===== src/rtl/kamikaze_fetch.sv =====
// Purpose : instruction-fetch front end; issues word addresses to a 1-cycle sync memory, buffers {pc, word}.
// Latency : first instruction valid 2 cycles after reset release / 3 cycles after a redirect.
// Backpr. : credit-based; fetch stops once buffered + in-flight words reach BUF_DEPTH, nothing is dropped.
//
// Ports:
//   clk_i, rst_i                 clock, synchronous active-high reset
//   im_addr_o / im_data_i        memory request address / read data returned one cycle later
//   redirect_i / redirect_pc_i   flush buffered and in-flight words, restart fetch at redirect_pc_i
//   inst_valid_o/inst_o/inst_pc_o/inst_ready_i   valid/ready instruction stream towards decode
module kamikaze_fetch #(
    parameter logic [31:0] RESET_PC  = 32'h0000_0000,
    parameter int          BUF_DEPTH = 2
) (
    input  logic        clk_i,
    input  logic        rst_i,
    output logic [31:0] im_addr_o,
    input  logic [31:0] im_data_i,
    input  logic        redirect_i,
    input  logic [31:0] redirect_pc_i,
    output logic        inst_valid_o,
    output logic [31:0] inst_o,
    output logic [31:0] inst_pc_o,
    input  logic        inst_ready_i
);

    localparam int PW = $clog2(BUF_DEPTH);
    localparam int CW = PW + 1;

    logic [31:0]   r_fetch_pc;
    logic          r_pend;
    logic [31:0]   r_pend_pc;
    logic [CW-1:0] r_count;
    logic [PW-1:0] r_rd_ptr;
    logic [PW-1:0] r_wr_ptr;
    logic [31:0]   r_buf_pc  [BUF_DEPTH];
    logic [31:0]   r_buf_dat [BUF_DEPTH];

    logic          w_pop;
    logic          w_push;
    logic          w_issue;
    logic [CW:0]   w_occ;

    assign im_addr_o    = {r_fetch_pc[31:2], 2'b00};
    assign inst_valid_o = (r_count != '0);
    assign inst_o       = inst_valid_o ? r_buf_dat[r_rd_ptr] : 32'h0;
    assign inst_pc_o    = inst_valid_o ? r_buf_pc[r_rd_ptr]  : 32'h0;

    assign w_pop  = inst_valid_o && inst_ready_i;
    assign w_push = r_pend && !redirect_i;

    // Occupancy after this cycle's pop, counting the in-flight word as already buffered.
    // A pop can only happen with r_count >= 1, so the subtraction never underflows.
    assign w_occ   = {1'b0, r_count} + (CW+1)'(r_pend) - (CW+1)'(w_pop);
    assign w_issue = !redirect_i && (w_occ < (CW+1)'(BUF_DEPTH));

    always_ff @(posedge clk_i) begin
        if (rst_i) begin
            r_fetch_pc <= RESET_PC;
            r_pend     <= 1'b0;
            r_pend_pc  <= 32'h0;
            r_count    <= '0;
            r_rd_ptr   <= '0;
            r_wr_ptr   <= '0;
        end else if (redirect_i) begin
            // Everything buffered or in flight belongs to the old path.
            r_fetch_pc <= {redirect_pc_i[31:2], 2'b00};
            r_pend     <= 1'b0;
            r_count    <= '0;
            r_rd_ptr   <= '0;
            r_wr_ptr   <= '0;
        end else begin
            r_pend <= w_issue;
            if (w_issue) begin
                r_pend_pc  <= r_fetch_pc;
                r_fetch_pc <= r_fetch_pc + 32'd4;
            end
            if (w_push) begin
                r_wr_ptr <= r_wr_ptr + PW'(1);
            end
            if (w_pop) begin
                r_rd_ptr <= r_rd_ptr + PW'(1);
            end
            case ({w_push, w_pop})
                2'b10:   r_count <= r_count + CW'(1);
                2'b01:   r_count <= r_count - CW'(1);
                default: r_count <= r_count;
            endcase
        end
    end

    // Storage needs no reset: entries are only observed while r_count says they are live.
    always_ff @(posedge clk_i) begin
        if (!rst_i && w_push) begin
            r_buf_pc[r_wr_ptr]  <= r_pend_pc;
            r_buf_dat[r_wr_ptr] <= im_data_i;
        end
    end

endmodule


===== config.mk =====
export PLATFORM = sky130hd
export DESIGN_NAME = kamikaze_fetch
export DESIGN_NICKNAME = d
export VERILOG_FILES = /design/src/rtl/kamikaze_fetch.sv
export SDC_FILE = /design/constraint.sdc
export NUM_CORES = 1
export LEC_CHECK = 0
export ABC_AREA = 0
export CORE_ASPECT_RATIO = 0.7
export CORE_MARGIN = 2
export CORE_UTILIZATION = 57
export DETAILED_ROUTE_END_ITERATION = 6
export DONT_BUFFER_PORTS = 1
export PLACE_DENSITY_LB_ADDON = 0.25
export SYNTH_ARGS = -nofsm -noshare
export SYNTH_HDL_FRONTEND = slang
export SYNTH_SLANG_ARGS = --single-unit

===== constraint.sdc =====
create_clock -name clk_i -period 4.39 [get_ports clk_i]
set_clock_uncertainty 0.05 [all_clocks]
set_input_delay 0.6585 -clock clk_i [delete_from_list [all_inputs] [get_ports clk_i]]
set_output_delay 0.6585 -clock clk_i [all_outputs]
set_load 0.1 [all_outputs]

== Word level (Yosys, flattened, before mapping) ==
Memory sizes are Yosys's and may differ from the RTL's. A register that Yosys moved wholly into a read port is not among the register bits.
Cells that the tools add are included.
Operators by class
  add/subtract/negate cells: 7
  magnitude comparators: 1
  eq/ne operators: 2
  mux-type cells: 11
  bitwise operators: 1
  reduce and logical (&&, ||, !) cells: 11
Operators with widths (number)
  two-way mux 32 bit: 4
  adder 32 x 3 -> 32 bit (second input constant): 1
  two-way mux 1 bit: 6
  nonzero test 2 bit: 3
  logical AND 1 bit: 4
  case mux 2 bit (2 select lines): 1
  adder 2 x 1 -> 3 bit: 1
  less-than comparator 3 x 2 -> 1 bit (second input constant): 1
  subtractor 3 x 1 -> 3 bit: 1
  adder 1 bit (second input constant): 2
  adder 2 x 1 -> 2 bit (second input constant): 1
  == test 2 x 1 -> 1 bit (second input constant): 1
  == test 2 bit (second input constant): 1
  logical NOT 1 bit: 2
  AND reduction 2 bit: 1
  OR reduction 2 bit: 1
  subtractor 2 x 1 -> 2 bit (second input constant): 1
  inverter 1 bit: 1
Word-level totals
  flip-flop bits (word level): 69
  RAM bits: 128
  input port bits: 68
  output and inout bits: 97
  word-level logic and storage cells: 42
  memories kept: 2
Memory list
  r_buf_dat: words 2, bits a word 32, read ports 1, clocked after Yosys merged registers in 1, wr ports 1, RTL line 36  | logic [31:0] r_buf_dat [BUF_DEPTH];
  r_buf_pc: words 2, bits a word 32, read ports 1, clocked after Yosys merged registers in 1, wr ports 1, RTL line 35  | logic [31:0] r_buf_pc [BUF_DEPTH];

== Logic depth before layout (Yosys ltp) ==
Gate-level depths: netlist of the first run.
  depth in word-level cells: 7
  depth in mapped cells: 12
  mapped depth without buffers: 8

== Worst setup path before layout of the first run ==
Ideal clock, no wire load.
  path kind: input to register
  from: input rst_i
  to: memory r_buf_dat[0][0] (enable)
  setup time: 0.482 ns
  data arrival time: 3.822 ns
  data required time: 3.858 ns
  path slack: 0.035 ns
  stages: 4
  path buffers: 1
  path through: clkbuf_1 nor2_1 nand2_1 nor2_1
Between the ends
  word-level cells in the longest chain between the ends: 4
RTL lines
  from (decl): RTL line 15  | input logic rst_i,
  logical NOT 1 bit: RTL line 93  | if (!rst_i && w_push) begin
  logical AND 1 bit: RTL line 93
  two-way mux 1 bit: RTL line 93
  two-way mux 1 bit (not written as such): RTL line 95  | r_buf_dat[r_wr_ptr] <= im_data_i;
  to (decl): RTL line 36
Every way passes these cells.

==> results of run 1 <==
==> cell type report <==
cell class / instances / share of cell area, %
clock inverter: 13 / 1.80
tap: 190 / 2.63
clock buffer: 19 / 4.79
multi-input combinational: 423 / 31.1
sequential: 190 / 55.9
inverter: 17 / 0.707
timing repair buffer: 35 / 3.05
==> cell usage after synthesis (9+ instances only) <==
master    number  area, µm²
inv_1         17       63.8
mux2i_1       63        631
edfxtp_1     124       3720
a211oi_1      11       82.6
dfxtp_1       66       1320
nand3_1       13       65.1
nand2_1       76        285
a21oi_1       35        175
clkbuf_1      34        128
and4_1        11       96.3
nor3_1        10       50.1
nand4_1       15       93.8
nor2_1        92        345
o21ai_0        9       45.0
==> cells by family (layout without fill, tap and decap cells) <==
logic type | after synthesis | after routing | share of synthesized area, %
XOR/XNOR | 12 | 12 | 1.32
multiplexers | 63 | 63 | 7.95
AO/OA/AOI/OAI | 89 | 89 | 7.52
adder cells (fa/ha/maj) | 2 | 2 | 0.410
other | 1 | 4 | 0.0473
flip-flops | 190 | 190 | 63.6
buffers and inverters | 63 | 84 | 3.36
AND/OR/NAND/NOR | 253 | 253 | 15.8
==> worst paths after layout <==
check,endpoint,slack (ns),from
hold reg to reg,r_buf_pc[1][18]$_DFFE_PP_,0.40,r_pend_pc[18]$_SDFFE_PP0P_
setup / recovery,inst_o[2],1.06,flop
setup reg to reg,r_fetch_pc[14]$_SDFFE_PP0P_,1.06,r_count[1]$_SDFFE_PP0P_
hold / removal,r_pend_pc[24]$_SDFFE_PP0P_,0.25,rst_i
==> routing by layer <==
layer  vias to the layer above  wire length [µm]
li1                       2477                 -
met1                      2530              7360
met2                       218              7750
met3                        21              1610
met4                         0               270
met5                         -                 0
==> registers in the layout, indices dropped and copies added, names as in the netlist, named ones only <==
register    cells
r_buf_dat      64
r_buf_pc       60
r_count         2
r_fetch_pc     30
r_pend          1
r_pend_pc      30
r_rd_ptr        1
r_wr_ptr        1
==> metrics by stage <==
step           hold WS (ns)  util, %  worst slack, ns
2_1_floorplan         0.375        -           0.0355
3_3_place_gp          0.385     61.4             1.12
3_5_place_dp          0.386     61.4             1.01
4_1_cts               0.235     65.7             1.02
5_1_grt               0.233     65.7            0.811
6_report              0.250     65.7             1.06
==> layout by cell type, fill, tap and decap left out, drive strengths merged, types with 3 or more instances in the layout <==
| cell | Yosys | final |
|---|---|---|
| edfxtp | 124 | 124 |
| nor2 | 92 | 92 |
| nand2 | 76 | 76 |
| dfxtp | 66 | 66 |
| mux2i | 63 | 63 |
| a21oi | 35 | 35 |
| buf | 12 | 35 |
| inv | 17 | 21 |
| clkbuf | 34 | 19 |
| nand4 | 17 | 17 |
| nand3 | 13 | 13 |
| and4 | 12 | 12 |
| a211oi | 11 | 11 |
| nor3 | 10 | 10 |
| o21ai | 9 | 9 |
| xnor2 | 7 | 7 |
| a311oi | 7 | 7 |
| and3 | 7 | 7 |
| or4 | 7 | 7 |
| xor2 | 5 | 5 |
| a2111oi | 5 | 5 |
| a32oi | 4 | 4 |
| conb | 1 | 4 |
| nor4 | 4 | 4 |
| nor2b | 3 | 3 |
| o31ai | 3 | 3 |
| a221oi | 3 | 3 |
| bufinv | 0 | 3 |
| clkinvlp | 0 | 3 |
| or2 | 3 | 3 |
| clkinv | 0 | 3 |
==> power by group through the flow <==
stage	combinational, µW	clock [µW]	sequential (µW)
2_1_floorplan	199	0	2170
3_3_place_gp	370	0	2060
3_5_place_dp	376	0	2070
4_1_cts	376	1570	2030
5_1_grt	396	1640	2030
6_report	377	1540	2030
==> flow_metrics.py, run 1 <==
metrics = {
    "global_route": {
        "grtUsageMet3_pct": 7.83,
        "grt.busiest_layer": "met2",
        "gr-usage-met2_pct": 34.8,
        "grt_pass1_wl_mm": 26.4,
        "grt_max_degree": 57,
        "gr-total-overflow": 0,
        "grtUsageMet1_pct": 31.1,
        "grt_usage_pct": 22.9,
        "antenna_found_initial": 0,
        "first_global_vias": 4951,
    },
    "sta": {
        "fin_crit_sh_pct": 75.9,
        "setup_tns_ns": 0,
        "hold_viol": 0,
        "finalSetupViolCount": 0,
        "maxSlewViolCount": 0,
        "slew-limit-headroom_pct": 19.4,
        "rsz0062_at_grt": "false",
        "worstMarginPinSlew_ns": 1.21,
        "finalCriticalPeriod_ns": 3.33,
        "fmax_mhz": 300,
    },
    "critical_path": {
        "worstSetupPathType": "reg -> out",
        "worstSetupStartpointType": "flop",
        "rr_worst_depth": 8,
        "cp_top_family": "flip-flops",
        "cp.required_ns": 3.68,
        "slowest_delay_ns": 0.99,
        "crit_fanout": 54,
        "path_cells": "buf_4, mux2i_1, nor2_2",
        "cp.arrival_ns": 2.63,
        "slowest_stage": "dfxtp_4",
        "cp_num_buf_inv": 1,
        "crit_cells": 3,
        "worst_setup_path_end_kind": "primary output",
    },
    "die": {
        "row_count": 36,
        "die_h_um": 103,
        "die_w_um": 145,
        "initial_core_util_pct": 57.7,
        "die_area_um2": 14900,
        "core_area_um2": 13700,
        "boundaryPins": 165,
    },
    "drt": {
        "finalWirelength_mm": 17.0,
        "drt-pass1-iter-count": 7,
        "drc": 0,
        "post_drt_wl_per_cell_um": 19.2,
        "num_vias": 5246,
        "vias_per_cell": 5.91,
        "first_iter_violations": 365,
        "postRouteAntennaNets": 0,
    },
    "clock_tree": {
        "cts.clk_slew.worst_paths_ns": 0.06,
        "cts_resized": 0,
        "clkSinkCount": 190,
        "cts_setup_buffers": 0,
        "cts-root-buf": "clkbuf_16",
        "cts_buffers": 17,
        "cts_tree": "built",
        "clockBufferDepth": 2,
        "clk_latency_ns": 0.42,
        "hold_buffers": 0,
        "htree_num_levels": 4,
    },
    "power_and_ir_drop": {
        "combPwrFrac_pct": 9.6,
        "clock_power_share_pct": 39.1,
        "total_power_uw": 3950,
        "ir_drop_mv": 0.278,
        "cellPowerDensity_nw_per_um2": 437,
        "seqPwrFrac_pct": 51.4,
        "sw_frac_of_total_pct": 26.1,
        "power.leakage_uw": 0.00296,
        "switchingPower_uw": 1030,
        "internal_power_uw": 2920,
    },
    "synthesis": {
        "syn_avg_cell_area_um2": 11.8,
        "synth_seq_area_share_pct": 63.6,
        "async_reset_ff_share_pct": 0,
        "synthCells": 673,
        "synth-main-ff-cell": "edfxtp_1",
        "syn_area_um2": 7930,
        "yosys_register_bits": 190,
        "synth_edf_count": 124,
        "ys.warnings.count": 0,
        "synth_cell_type_count": 55,
    },
    "placed_design": {
        "port_buffers": 0,
        "placed_area_um2": 8430,
        "gp_congestion": 0.970,
        "hpwlAfterDp_mm": 11.8,
        "dp_cells": 855,
    },
    "job": {
        "drv_cap": 0,
    },
    "finish": {
        "final_area_um2": 9030,
        "diodes": 0,
        "nets": 754,
        "seqCellArea_um2": 5050,
        "areaGrowthSynthToFinish_pct": 13.8,
        "drive_above_1_share_pct": 20.4,
        "multiInputGateArea_um2": 2810,
        "nFillCells": 1037,
        "instances_no_fill": 887,
    },
    "hold_path": {
        "hp-class": "in -> reg",
        "holdPathStages": 1,
    },
    "outcome": {
        "status": "finished, final reports clean",
    },
}
(Power assumes the default switching activity.)
==> run 2: changes to the inputs <==
==> constraint.sdc (replaced) <==
create_clock -name clk_i -period 2.75 [get_ports clk_i]
set_clock_uncertainty 0.05 [all_clocks]
set_input_delay 0.4125 -clock clk_i [delete_from_list [all_inputs] [get_ports clk_i]]
set_output_delay 0.4125 -clock clk_i [all_outputs]
set_load 0.1 [all_outputs]
==> run 2 against run 1 <==
Net effect:
- hold slack worse by 0.23 ns
- largest power group unchanged
- setup slack worse by 1.0 ns
- critical path depth rose by 5
- highest routed layer unchanged
==> flow_metrics.py, run 2 (same netlist as run 1, synthesis figures left out) <==
metrics = {
    "placed_design": {
        "gp_congestion": 0.924,
        "hpwlAfterDp_mm": 12.5,
        "port_buffers": 0,
    },
    "critical_path": {
        "path_cells": "inv_2, mux2i_4, nand2_2, fa_2, xor2_4, or4_4, or4_1, a311oi_1",
        "cp-startpoint": "r_count[0]$_SDFFE_PP0P_",
        "cp.required_ns": 3.03,
        "worst_setup_path_end_kind": "flop",
        "cp.arrival_ns": 2.99,
        "worstSetupPathType": "reg -> reg",
        "slowest_stage": "or4_4",
        "r2r-start": "r_count[0]$_SDFFE_PP0P_",
        "crit_fanout": 5,
        "worstSetupStartpointType": "flop",
        "slowest_delay_ns": 0.56,
    },
    "clock_tree": {
        "cts-root-buf": "clkbuf_16",
        "htree_num_levels": 4,
        "clk_latency_ns": 0.42,
        "clkSinkCount": 190,
        "cts_tree": "built",
        "cts.clk_slew.worst_paths_ns": 0.07,
        "cts_buffers": 17,
        "clockBufferDepth": 2,
    },
    "sta": {
        "slew-limit-headroom_pct": 25.4,
        "fin_crit_sh_pct": 98.4,
        "maxSlewViolCount": 0,
        "hold_viol": 0,
        "fmax_mhz": 370,
        "finalSetupViolCount": 0,
        "setup_tns_ns": 0,
        "finalCriticalPeriod_ns": 2.71,
        "rsz0062_at_grt": "true",
        "worstMarginPinSlew_ns": 1.12,
        "hold_slack_ns": 0.0210,
    },
    "global_route": {
        "first_global_vias": 5489,
        "grt_pass1_wl_mm": 28.6,
        "gr-total-overflow": 0,
        "grt_max_degree": 41,
        "antenna_found_initial": 0,
        "grt_usage_pct": 24.7,
    },
    "drt": {
        "vias_per_cell": 5.91,
        "drt-pass1-iter-count": 5,
        "post_drt_wl_per_cell_um": 18.9,
        "num_vias": 5743,
        "postRouteAntennaNets": 0,
        "drc": 0,
        "first_iter_violations": 495,
        "finalWirelength_mm": 18.4,
    },
    "power_and_ir_drop": {
        "ir_drop_mv": 0.521,
        "switchingPower_uw": 1650,
        "total_power_uw": 6240,
        "seqPwrFrac_pct": 50.9,
        "cellPowerDensity_nw_per_um2": 636,
        "sw_frac_of_total_pct": 26.4,
        "power.leakage_uw": 0.00343,
        "internal_power_uw": 4590,
        "clock_power_share_pct": 37.3,
        "combPwrFrac_pct": 11.8,
    },
    "die": {
        "die_area_um2": 14900,
        "row_count": 36,
        "die_h_um": 103,
        "initial_core_util_pct": 57.7,
        "die_w_um": 145,
        "boundaryPins": 165,
        "core_area_um2": 13700,
    },
    "hold_path": {
        "min_from": "rst_i",
        "hp-class": "in -> reg",
    },
    "finish": {
        "final_common_cell": "edfxtp_1",
        "multiInputGateArea_um2": 2910,
        "drive_above_1_share_pct": 31.1,
        "diodes": 0,
        "largest_reg_flops": 64,
        "fin_util_pct": 71.4,
        "seqCellArea_um2": 5050,
        "nFillCells": 966,
        "nets": 840,
        "reg.largest.list": "r_buf_dat (64), r_buf_pc (60)",
        "top_register": "r_buf_dat",
        "areaGrowthSynthToFinish_pct": 23.6,
        "mostFrequentLayoutCells": "edfxtp_1 (124), buf_4 (113), nand2_1 (74)",
    },
    "job": {
        "drv_cap": 0,
    },
    "outcome": {
        "status": "finished, final reports clean",
    },
}
run 2: cell types whose count changed in the layout (fill, tap and decap cells not counted), sizes merged:
cell / change
dlygate4sd3: +2
buf: +84
clkbuf: -1
bufinv: -1
clkinvlp: -2
clkinv: +5
inv: -2
run 2: worst paths after layout:
| kind | endpoint | slack, ns | depth (start not counted) |
|---|---|---|---|
| hold reg to reg | r_buf_pc[0][2]$_DFFE_PP_ | 0.41 | 0 |
| hold / removal | r_fetch_pc[27]$_SDFFE_PP0P_ | 0.02 | 1 |
| setup / recovery | r_fetch_pc[14]$_SDFFE_PP0P_ | 0.04 | 8 |
| setup reg to reg | r_fetch_pc[14]$_SDFFE_PP0P_ | 0.04 | 8 |
run 2: area by class of cell:
| class | instances | area share [%] |
|---|---|---|
| clock buffer | 18 | 4.38 |
| tap | 190 | 2.42 |
| timing repair buffer | 121 | 10.1 |
| multi-input combinational | 423 | 29.7 |
| inverter | 17 | 0.651 |
| sequential | 190 | 51.5 |
| clock inverter | 13 | 1.25 |
run 2: repair_timing:
| item | CTS | global route |
|---|---|---|
| hold endpoints to repair | 40 | 1 |
| buffers inserted | 0 | 2 |
| endpoints found under the setup margin | 8 | 15 |
| pin swaps | 4 | 4 |
| hold buffers | 2 | 1 |
| resized for setup | 9 | 13 |
run 2: worst max-delay path: cells and delay by family (launching register included):
| kind | cells | cell delay [ns] |
|---|---|---|
| AO/OA/AOI/OAI | 1 | 0.26 |
| multiplexers | 1 | 0.25 |
| flip-flops | 1 | 0.33 |
| adder cells (fa/ha/maj) | 1 | 0.40 |
| AND/OR/NAND/NOR | 3 | 1.05 |
| XOR/XNOR | 1 | 0.19 |
| buffers and inverters | 1 | 0.08 |
run 2: power by group through the flow:
stage	Clock [µW]	Sequential (µW)	Combinational, µW
3_3_place_gp	0	3230	694
5_1_grt	2470	3180	767
4_1_cts	2350	3180	722
3_5_place_dp	0	3240	704
2_1_floorplan	0	3470	330
6_report	2320	3180	736
run 2: routing by layer:
metal  vias to the layer above  track usage [%]  routed length, µm
li1                       2651                -                  -
met3                        37             7.57               1730
met1                      2792             32.2               7660
met2                       263             39.6               8680
met4                         0             10.1                352
met5                         -                0                  0
run 2: through the flow:
| step | cell area, µm² | setup slack (ns) | instances |
|---|---|---|---|
| finish | 9810 | 0.0441 | 972 |
| global route | 9810 | -0.0572 | 972 |
| CTS | 9710 | -0.0205 | 969 |
| detailed placement | 9100 | -0.0984 | 936 |
| global placement | 9100 | 0.0527 | 936 |
| floorplan | 8120 | 0.00531 | 676 |
==> run 3: changes to the inputs <==
--- a/config.mk
+++ b/config.mk
@@ -5,10 +5,10 @@
 export SDC_FILE = /design/constraint.sdc
 export NUM_CORES = 1
 export LEC_CHECK = 0
-export ABC_AREA = 0
 export CORE_ASPECT_RATIO = 0.7
 export CORE_MARGIN = 2
 export CORE_UTILIZATION = 57
+export CTS_CLUSTER_DIAMETER = 30
 export DETAILED_ROUTE_END_ITERATION = 6
 export DONT_BUFFER_PORTS = 1
 export PLACE_DENSITY_LB_ADDON = 0.25
==> results of run 3 <==
Same layout as run 2: the final DEF is identical, and so are final timing and power.
